[config.mk]
export PLATFORM = sky130hd
export DESIGN_NAME = bn_relu_serializer
export DESIGN_NICKNAME = d
export VERILOG_FILES = /design/src/rtl/bn_relu_serializer_pkg.sv /design/src/rtl/bn_relu_serializer_fp16_relu.sv /design/src/rtl/bn_relu_serializer.sv
export SDC_FILE = /design/constraint.sdc
export NUM_CORES = 1
export LEC_CHECK = 0
export CAP_MARGIN = 0
export CORE_ASPECT_RATIO = 1.4
export CORE_UTILIZATION = 44
export DETAILED_ROUTE_END_ITERATION = 10
export GPL_TIMING_DRIVEN = 0
export PLACE_DENSITY = 0.77
export SYNTH_ARGS = -nofsm -noshare
export SYNTH_HDL_FRONTEND = slang
export SYNTH_SLANG_ARGS = --single-unit
[constraint.sdc]
create_clock -name clk -period 1.8 [get_ports clk]
set_clock_uncertainty 0.15 [all_clocks]
set_input_delay 0.18 -clock clk [delete_from_list [all_inputs] [get_ports clk]]
set_output_delay 0.18 -clock clk [all_outputs]
set_load 0.01 [all_outputs]
[src/rtl/bn_relu_serializer_pkg.sv]
// Shared FP16 constants and types for the batch-norm ReLU serializer.
//   FP16_W / FP16_SIGN : half-precision word width and sign bit position
//   FP16_ZERO          : +0.0, the value negative lanes collapse to
//   FP16_ONE           : +1.0, handy reference value for stimulus
//   state_t            : serializer FSM states
package bn_relu_serializer_pkg;

    localparam int FP16_W    = 16;
    localparam int FP16_SIGN = 15;

    localparam logic [FP16_W-1:0] FP16_ZERO = 16'h0000;
    localparam logic [FP16_W-1:0] FP16_ONE  = 16'h3C00;

    typedef logic [FP16_W-1:0] fp16_t;

    // IDLE: nothing held. SEND: holding register valid, lane counter
    // points at the next lane to emit.
    typedef enum logic {
        IDLE = 1'b0,
        SEND = 1'b1
    } state_t;

endpackage

[src/rtl/bn_relu_serializer_fp16_relu.sv]
// Combinational FP16 ReLU for one lane.
//   RELU_EN : 1 clamps any value with the sign bit set to +0.0,
//             0 passes the value through untouched.
//   in_val  : FP16 input lane
//   out_val : FP16 output lane
// Only the sign bit is inspected, so -0, negative subnormals, -inf and
// negative NaNs all become +0, while +inf and +NaN pass unchanged.
module fp16_relu
    import bn_relu_serializer_pkg::*;
#(
    parameter bit RELU_EN = 1'b1
) (
    input  logic [FP16_W-1:0] in_val,
    output logic [FP16_W-1:0] out_val
);

    assign out_val = (RELU_EN && in_val[FP16_SIGN]) ? FP16_ZERO : in_val;

endmodule

[src/rtl/bn_relu_serializer.sv]
// Batch-norm output serializer: accepts one SIZE-lane FP16 vector per
// handshake, applies an optional per-lane ReLU and emits the lanes one per
// cycle on a 16-bit valid/ready stream, flagging the last lane.
//   clk, reset          : rising-edge clock, asynchronous active-low reset
//   in_valid / in_ready : input vector handshake
//   in_data             : packed vector, lane 0 in the leftmost 16 bits
//   out_valid/out_ready : output lane handshake
//   out_data            : post-ReLU FP16 lane
//   out_lane / out_last : lane index, high on lane SIZE-1
//   vec_cnt             : count of fully emitted vectors (wraps)
module bn_relu_serializer
    import bn_relu_serializer_pkg::*;
#(
    parameter int  SIZE    = 4,
    parameter bit  RELU_EN = 1'b1,
    localparam int LW      = (SIZE > 1) ? $clog2(SIZE) : 1
) (
    input  logic                   clk,
    input  logic                   reset,
    input  logic                   in_valid,
    output logic                   in_ready,
    input  logic [FP16_W*SIZE-1:0] in_data,
    output logic                   out_valid,
    input  logic                   out_ready,
    output logic [FP16_W-1:0]      out_data,
    output logic [LW-1:0]          out_lane,
    output logic                   out_last,
    output logic [15:0]            vec_cnt
);

    localparam logic [LW-1:0] LAST_LANE = LW'(SIZE - 1);

    state_t        state_q;
    logic [LW-1:0] lane_q;
    fp16_t         hold_q [SIZE];
    logic [15:0]   vec_cnt_q;

    fp16_t         relu_lane [SIZE];

    logic          sending;
    logic          at_last;
    logic          out_fire;
    logic          accept;

    // ReLU sits on the input side so the holding register already contains
    // final values and the output path is a plain mux of registered state.
    for (genvar g = 0; g < SIZE; g++) begin : g_relu
        fp16_relu #(
            .RELU_EN (RELU_EN)
        ) u_relu (
            .in_val  (in_data[(SIZE-1-g)*FP16_W +: FP16_W]),
            .out_val (relu_lane[g])
        );
    end

    assign sending  = (state_q == SEND);
    assign at_last  = (lane_q == LAST_LANE);
    assign out_fire = sending & out_ready;

    // Combinational from out_ready on purpose: a new vector may load in the
    // same cycle the last lane leaves, which keeps back-to-back vectors
    // free of bubbles.
    assign in_ready = ~sending | (at_last & out_ready);
    assign accept   = in_valid & in_ready;

    always_ff @(posedge clk or negedge reset) begin
        if (!reset) begin
            state_q   <= IDLE;
            lane_q    <= '0;
            vec_cnt_q <= '0;
            // NOTE: the holding register is cleared too, so a vector that was
            // discarded by reset leaves no trace in the datapath.
            for (int i = 0; i < SIZE; i++) begin
                hold_q[i] <= FP16_ZERO;
            end
        end else begin
            // NOTE: all state updates use non-blocking assignments so every
            // register sees pre-edge values regardless of statement order.
            if (out_fire && at_last) begin
                vec_cnt_q <= vec_cnt_q + 1'b1;
            end

            if (accept) begin
                for (int i = 0; i < SIZE; i++) begin
                    hold_q[i] <= relu_lane[i];
                end
                lane_q  <= '0;
                state_q <= SEND;
            end else if (out_fire) begin
                if (at_last) begin
                    state_q <= IDLE;
                end else begin
                    lane_q <= lane_q + 1'b1;
                end
            end
        end
    end

    always_comb begin
        // NOTE: every output gets a default first so no path through this
        // block can infer a latch.
        out_valid = sending;
        out_data  = FP16_ZERO;
        out_lane  = '0;
        out_last  = 1'b0;
        if (sending) begin
            out_data = hold_q[lane_q];
            out_lane = lane_q;
            out_last = at_last;
        end
    end

    assign vec_cnt = vec_cnt_q;

endmodule

==> impl_metrics.toml <==
[run_status]
run_status = "finished, violations left"
violations_in_the_final_reports = "setup timing"

[yosys]
yosys_warnings = 0
netlist_instances = 377
ys_ff_latch = 79
postSynthAreaPerCell_um2 = 10.3
synth_nets = 447
syn-cell-area_um2 = 3870
seq_area_frac_synth_pct = 51.1
synthDominantCellAreaShare_pct = 51.1
synth.lib_cells_used.distinct = 32
synth_top_area_cell = "dfrtp_1"
post_synth_main_area_contributors = "dfrtp_1 51%, nand2b_1 9.9%, mux4_2 8.7%, o21ai_0 7.8%, nand2_1 6.5%"

[worst_setup_path]
timing.reg2reg.setup_slack_ns = -0.03
required_ns = 1.47
ff2ff_path_depth = 8
crit-reg2reg-launch = "lane_q[0]$_DFFE_PN0P_"
critical_path_peak_fanout = 7
worst_setup_path_start_kind = "flip-flop"
timing.setup.critical_path_class = "reg2out"
critPathArrivalTime_ns = 1.79
cp-end-kind = "primary output"
rr_endpoint = "hold_q[14]$_DFFE_PN0P_"

[global_routing]
grt_pass1_wl_um = 17300
grt.total_usage_pct = 25.5
grt_antenna_before_repair = 0
grt_start_max_net_pins = 50
grt_overflow_total = 0
vias_in_the_first_global_route = 3535

[timing]
hold_ws_ns = 0.181
final.setup.worst_slack_ns = -0.317
min_period_over_period_pct = 118
final_max_slew_viol_count = 0
maxClockFrequency_ghz = 0.472
timing.final.crit_period_ns = 2.12
grt_setup_unrepaired = "true"
timing.setup.tns_ns = -4.48
setup-violations-final = 18
finalHoldViolCount = 0
max_slew_margin_pct = 61.0
tightest_slew_ns = 0.585

[cells_and_area]
layout-drive-gt1-share_pct = 21.5
layout_common_cells = "83 x clkdlybuf4s50_1, 79 x dfrtp_1, 66 x nand2_1"
final_nets = 574
layout_commonest_cell = "clkdlybuf4s50_1"
flow.area_growth_from_synthesis_pct = 48.9
n_antenna_cell = 0
fillerInstances = 625

[min_path]
worstHoldPathType = "in2async"

[floorplan]
die_x_um = 81.3
die-height_um = 113
fp-row-count = 40
dieArea_um2 = 9180
top_level_ports = 105
fp.coreArea_um2 = 8560
initial_core_util_pct = 45.2

[clocking]
numCtsBuffers = 9
cts_root_buffer = "clkbuf_16"
clk_path_buf_depth = 2
cts_max_level = 3
clock_sinks = 79
insertion_delay_ns = 0.34
cts_tree = "yes"
worst_setup_hold_path_clk_slew_ns = 0.06

[power]
p_per_area_nw_per_um2 = 1500
p_int_w = 0.00588
portion_of_total_power_attributed_to_the_clock_network_pct = 21.4
vdd_ir_drop_max_v = 0.000758
switching_share_pct = 32.2
post_layout_total_power_w = 0.00866
power.sequential.fraction_pct = 34.0
power.static_leakage_nw = 2.58
combinationalPowerShare_pct = 44.6
power.switching_w = 0.00279

[route]
route.detailed.vias_per_inst = 5.45
remaining_drc_errors = 0
wl_per_cell_um = 18.4
antenna_violating_nets_post_route = 0
initialDrtViolationCount = 228
routed_wl_um = 11300
drt-pass1-iter-count = 4
vias = 3343

[placement]
port_buffers = 103
routabilityCongestion = 0.864
dpl.hpwl_um = 7390

[run]
timing.max_cap.violations = 0
-- sequential cells by signal, summed over array words and instances (netlist names) --
name       count
vec_cnt       16
hold_q        60
out_valid      1
lane_q         2
-- power by group through the flow --
stage / Combinational (W) / Sequential (W) / Clock, W
finish: 0.00386 / 0.00294 / 0.00186
floorplan: 0.00177 / 0.00277 / 0
global route: 0.00416 / 0.00301 / 0.00196
CTS: 0.00357 / 0.00290 / 0.00186
detailed placement: 0.00303 / 0.00291 / 0
global placement: 0.00292 / 0.00286 / 0
-- timing repair --
item                                    in CTS  in global routing
endpoints found under the hold margin       30                  0
cloned                                       1                  3
setup buffers                                8                  0
pin swaps                                    2                  4
resized for setup                          143                 29
endpoints found under the setup margin      84                 84
hold buffers                                 1                  0
-- how the worst max path moves through the flow --
stage,startpoint,to,depth (start not counted)
floorplan,lane_q[0]$_DFFE_PN0P_,out_data[10],4
detailed placement,lane_q[1]$_DFFE_PN0P_,out_data[8],5
global placement,reset,hold_q[27]$_DFFE_PN0P_,1
global route,lane_q[0]$_DFFE_PN0P_,out_data[7],5
finish,lane_q[0]$_DFFE_PN0P_,out_data[11],5
CTS,lane_q[0]$_DFFE_PN0P_,out_data[11],5
-- cells by family (layout without fill, tap and decap cells) --
kind of cell | Yosys count | after routing | synth area share, %
AND/OR/NAND/NOR | 168 | 168 | 23.1
flip-flops | 79 | 79 | 51.1
AO/OA/AOI/OAI | 65 | 65 | 8.76
buffers and inverters | 30 | 161 | 3.59
multiplexers | 17 | 17 | 9.31
XOR/XNOR | 15 | 15 | 3.39
adder cells (fa/ha/maj) | 2 | 2 | 0.647
other | 1 | 1 | 0.0969
-- cell type report --
class                   count  area [µm²]  share of cell area, %
plain buffers              24         267                   4.63
clock buffers              12         256                   4.45
clock inverters             3        42.5                  0.738
inverters                   5        18.8                  0.326
multi-input cells         268        1830                   31.8
flip-flops and latches     79        1980                   34.3
well taps                 105         131                   2.28
repair buffers            117        1230                   21.4
-- per-stage QoR --
stage / cells / instance area [µm²] / setup WS [ns] / util (%)
after floorplan: 377 / 3870 / 0.0509 / -
after global placement: 585 / 5030 / -2.26 / 58.8
after detailed placement: 586 / 5060 / -0.647 / 59.1
after CTS: 610 / 5600 / -0.300 / 65.4
after global routing: 613 / 5760 / -0.366 / 67.3
final: 613 / 5760 / -0.317 / 67.3
-- worst max-delay path: stages, from the launching register on --
cell and delay, ns:
dfrtp_1 0.38, buf_8 0.14, buf_12 0.13, mux4_2 0.50
and2_4 0.18, buf_6 0.11
-- Yosys cell counts, drive strengths merged --
cell type and n:
nor4 1, inv 5, ha 2, or3 1, conb 1, nand2 67
and2 18, nand4 1, nor2 7, mux2 2, mux4 15, dfrtp 79
o22ai 1, nand2b 61, and4 2, o21ai 60, nand3 4, xor2 10
xnor2 5, clkbuf 13, a21bo 1, buf 12, a22o 2, nor3 3
a21oi 1, and3 3
-- per-layer routing --
layer	up-vias	wire length [µm]	global-route usage (%)
li1	1509	-	-
met3	27	590	5.00
met1	1670	4200	29.6
met5	-	0	0
met2	137	6180	42.2
met4	0	332	16.3
No activity file was read; power rests on OpenSTA's default activity.
